File: src/rtl/pc_branch_unit.sv
// Program counter with load, increment and 6502-style relative branch.
// A branch that crosses a page takes a second cycle to adjust the high field.
module pc_branch_unit #(
  parameter int PAGE_W = 8,
  parameter int HI_W   = 8,
  parameter logic [PAGE_W+HI_W-1:0] RESET_VALUE = '0
) (
  input  logic              clk,
  input  logic              reset_n,
  input  logic [PAGE_W-1:0] PCL_in,
  input  logic [HI_W-1:0]   PCH_in,
  input  logic              load,
  input  logic              inc_enable,
  input  logic              branch,
  input  logic [PAGE_W-1:0] offset,
  output logic [PAGE_W-1:0] PCL_out,
  output logic [HI_W-1:0]   PCH_out,
  output logic              busy,
  output logic              page_cross
);
  localparam int PC_W = PAGE_W + HI_W;

  typedef enum logic {IDLE, FIXUP} state_t;

  state_t            r_state;
  logic [PAGE_W-1:0] r_pcl;
  logic [HI_W-1:0]   r_pch;
  logic              r_dir_dn;
  logic              r_page_cross;

  logic [PAGE_W:0]   w_sum;
  logic              w_cross;
  logic [PC_W-1:0]   w_inc;

  assign w_sum = {1'b0, r_pcl} + {1'b0, offset};
  // Forward offset crosses on carry out; backward offset crosses on no carry.
  assign w_cross = offset[PAGE_W-1] ? ~w_sum[PAGE_W] : w_sum[PAGE_W];
  assign w_inc   = {r_pch, r_pcl} + PC_W'(1);

  always_ff @(posedge clk or negedge reset_n) begin
    if (!reset_n) begin
      {r_pch, r_pcl} <= RESET_VALUE;
      r_state        <= IDLE;
      r_dir_dn       <= 1'b0;
      r_page_cross   <= 1'b0;
    end else begin
      r_page_cross <= 1'b0;
      if (load) begin
        r_pcl   <= PCL_in;
        r_pch   <= PCH_in;
        r_state <= IDLE;
      end else if (r_state == FIXUP) begin
        r_pch   <= r_dir_dn ? r_pch - HI_W'(1) : r_pch + HI_W'(1);
        r_state <= IDLE;
      end else if (branch) begin
        r_pcl    <= w_sum[PAGE_W-1:0];
        r_dir_dn <= offset[PAGE_W-1];
        if (w_cross) begin
          r_state      <= FIXUP;
          r_page_cross <= 1'b1;
        end
      end else if (inc_enable) begin
        {r_pch, r_pcl} <= w_inc;
      end
    end
  end

  assign PCL_out    = r_pcl;
  assign PCH_out    = r_pch;
  assign busy       = (r_state == FIXUP);
  assign page_cross = r_page_cross;
endmodule

File: config.mk
export PLATFORM = sky130hd
export DESIGN_NAME = pc_branch_unit
export DESIGN_NICKNAME = d
export VERILOG_FILES = /design/src/rtl/pc_branch_unit.sv
export SDC_FILE = /design/constraint.sdc
export NUM_CORES = 1
export LEC_CHECK = 0
export ABC_AREA = 1
export CAP_MARGIN = 15
export CORE_UTILIZATION = 40
export DETAILED_ROUTE_END_ITERATION = 12
export DONT_BUFFER_PORTS = 1
export SLEW_MARGIN = 20
export SYNTH_ARGS = -nofsm -noshare
export SYNTH_HDL_FRONTEND = slang
export SYNTH_SLANG_ARGS = --single-unit
export TNS_END_PERCENT = 50
File: constraint.sdc
create_clock -name clk -period 2.3 [get_ports clk]
set_clock_uncertainty 0.15 [all_clocks]
set_input_delay 0.115 -clock clk [delete_from_list [all_inputs] [get_ports clk]]
set_output_delay 0.115 -clock clk [all_outputs]
set_load 0.01 [all_outputs]
==> summary.md <==
| Metric | Value |
|---|---|
| Status | finished, final reports clean |
| Syn avg cell area | 5.80 sq um |
| Clock slew at reported path FFs | 80 ps |
| Initial core utilization | 0.429 |
| Crit. End Element | flop |
| CTS Root Cell | clkbuf_8 |
| Die W | 74.3 um |
| Share of layout cells above drive strength 1 | 0.0612 |
| Reg2reg path depth | 13 |
| Final worst setup slack | 226 ps |
| Crit path kind | flop to flop |
| CP Launch Point | PCL_out[0] |
| Top post-synthesis cells by area | nand2_1, dfrtp_1, nor2_1 |
| Sw power | 0.000820 W |
| Die height | 74.3 um |
| Worst hold path class | primary input to flop |
| Row cnt | 25 |
| Period utilization | 0.902 |
| Pin count of the biggest net entering global routing | 19 |
| Main synth FF type | dfrtp_1 |
| VDD IR-drop max | 0.368 mV |
| Syn_nets | 407 |
| Clock share of power | 0.167 |
| Worst EP arrival | 2090 ps |
| Max Root-Sink Buffers | 2 |
| Pwr Density | 692 nW/um^2 |
| Area growth from synthesis to final layout | 19.0% |
| Inserted Clock Buffers | 3 |
| CTS tree | yes |
| P_int | 0.000903 W |
| Total wire length | 5830 um |
| Synth warn | 0 |
| Global route total overflow | 0 |
| Worst Max-Slew Pin Slew | 915 ps |
| WL per Instance | 12.7 um |
| N_diodes | 0 |
| DRC | 0 |
| Relative slew slack | 0.386 |
| Startpoint Class | flop |
| Final hold viol count | 0 |
| Final min period | 2070 ps |
| Reg power frac | 0.276 |
| Initial antenna violation count | 0 |
| GPL Wtd Cong | 0.856 |
| Mapped Cells | 361 |
| Vias in the first global route | 2133 |
| Final-layout fill cell count | 558 |
| Final setup vio count | 0 |
| Storage cell area | 450 sq um |
| Vias | 2257 |
| Sequential fraction of the synthesis area | 0.215 |
| Post-CTS Setup Inserts | 0 |
| Comb power frac | 0.557 |
| Hold Path Stages | 4 |
| Critical R2R Capture | PCL_out[6] |
| Slew Viols, Final | 0 |
| DRT Pass-1 Iters | 4 |
| Yosys reg bits | 18 |
| Starting DRC count in detailed routing | 107 |
| Setup TNS after final layout | 0 ps |
| Global-route wire length before repair | 9640 um |
| Fin nets | 439 |
| Critical Path Sink | PCL_out[6] |
| Input/output buffers | 0 |
| Distinct cell type count of the synthesized netlist | 26 |
| Post-synth EDFFs | 0 |
| Worst reg-to-reg setup slack | 230 ps |
| I/O Pins | 47 |
| GRT Total Usage | 0.228 |
| Ys async rst share | 1.00 |
| H-tree Lvls | 1 |
| Clock latency on the worst-skew pair | 270 ps |
| CORE AREA | 4880 sq um |
| Worst slack, placed | 252 ps |
| Unrepaired setup endpoints after global routing | false |
| Final antenna-violating net count | 0 |
| Top cell type's share of synthesized area | 0.228 |
| Switching Share | 0.476 |
| Leakage | 1.36 nW |
| Req. time, crit path | 2320 ps |
| Area leader, netlist | nand2_1 |
| Detail Placement HPWL | 4440 um |
| TritonCTS Sinks | 18 |
| Most common cell in the netlist | nand2_1 |
| FMAX | 482 MHz |
| Crit-path max FO | 3 |
| Cell area after synthesis | 2090 sq um |
| Max_cap viols | 0 |
| Top post-synthesis cells by count | nand2_1, nor2_1, inv_1, nand3_1, dfrtp_1 |
| Die ar. | 5520 sq um |
| Reg-to-Reg Start | PCL_out[0] |
| Multi-input gate area | 1390 sq um |
| Via density | 4.92 |
## cell type report
class / count / area share
Timing Repair Buffer: 35 / 0.127
Sequential cell: 18 / 0.181
Tap cell: 67 / 0.0337
Inverter: 52 / 0.0784
Multi-Input combinational cell: 283 / 0.558
Clock buffer: 4 / 0.0221
## kinds of logic (layout without fill, tap and decap cells)
family / Yosys count / after routing / synth area share
buffers and inverters: 60 / 91 / 0.120
XOR/XNOR: 7 / 7 / 0.0293
AO/OA/AOI/OAI: 37 / 37 / 0.0999
flip-flops: 18 / 18 / 0.215
adder cells (fa/ha/maj): 17 / 17 / 0.109
AND/OR/NAND/NOR: 222 / 222 / 0.426
## layer usage
metal	share of wire	vias up	track usage
li1	-	1193	-
met1	0.51	1004	0.331
met2	0.42	56	0.356
met3	0.061	4	0.0352
met4	0.0065	0	0.0524
met5	0	-	0
## power by group through the flow
stage,sequential [W],combinational [W],clock [W]
after floorplan,0.000507,0.000654,0
after global placement,0.000480,0.000902,0
after detailed placement,0.000483,0.000910,0
after CTS,0.000477,0.000955,0.000292
after global routing,0.000485,0.00111,0.000305
final,0.000476,0.000960,0.000287
## through the flow
step	total power, W	std cells	utilization	area, sq um	hold WS, ps
CTS	0.00172	459	0.510	2490	3.16
global placement	0.00138	434	0.456	2220	-330
global route	0.00190	459	0.510	2490	54.5
floorplan	0.00116	361	-	2090	-331
finish	0.00172	459	0.510	2490	11.9
detailed placement	0.00139	434	0.456	2220	-330
## registers in the layout (all words and copies together) (netlist names)
signal      count
PCH_out         8
PCL_out         8
page_cross      1
r_dir_dn        1
## placed cells by master (no fill, tap or decap)
master         synthesis  layout
nand2_1              127     127
o21ai_0               14      14
clkinv_1               1       1
o31a_1                 1       1
nor2_1                55      55
fa_1                   2       2
a211oi_1               1       1
inv_1                 48      48
o22ai_1                1       1
clkbuf_8               0       4
a31oi_1                1       1
nand3_1               33      33
o21ai_1                1       1
dlygate4sd3_1          0      21
xnor2_1                2       2
dfrtp_1               18      18
o31ai_2                1       1
inv_2                  3       3
a21oi_1               14      14
ha_1                  15      15
o211ai_1               3       3
nor2_2                 2       2
buf_4                  4      14
nand4_1                4       4
xor2_1                 5       5
and2_1                 1       1
## worst max-delay path, stage by stage, from the launching register on
cell and delay (ps):
dfrtp_1 360, ha_1 160, inv_1 50, fa_1 350, inv_1 70, nand2_1 70, a21oi_1 290, nand2_1 120
nand2_1 80, nand2_1 50, nand3_1 60, nand2_1 60, nand2_1 50, nand2_1 50
## what timing repair did
action,4_1_cts,5_1_grt
hold buffers,21,0
endpoints found under the hold margin,36,0
gates resized for setup,0,0
## how the worst min path moves through the flow
stage,start,end
2_1_floorplan,reset_n,PCH_out[0]
3_3_place_gp,reset_n,PCL_out[1]
3_5_place_dp,reset_n,PCL_out[0]
4_1_cts,branch,PCL_out[2]
5_1_grt,inc_enable,PCL_out[3]
6_report,branch,PCL_out[2]
Power figures use the tool's default switching activity.
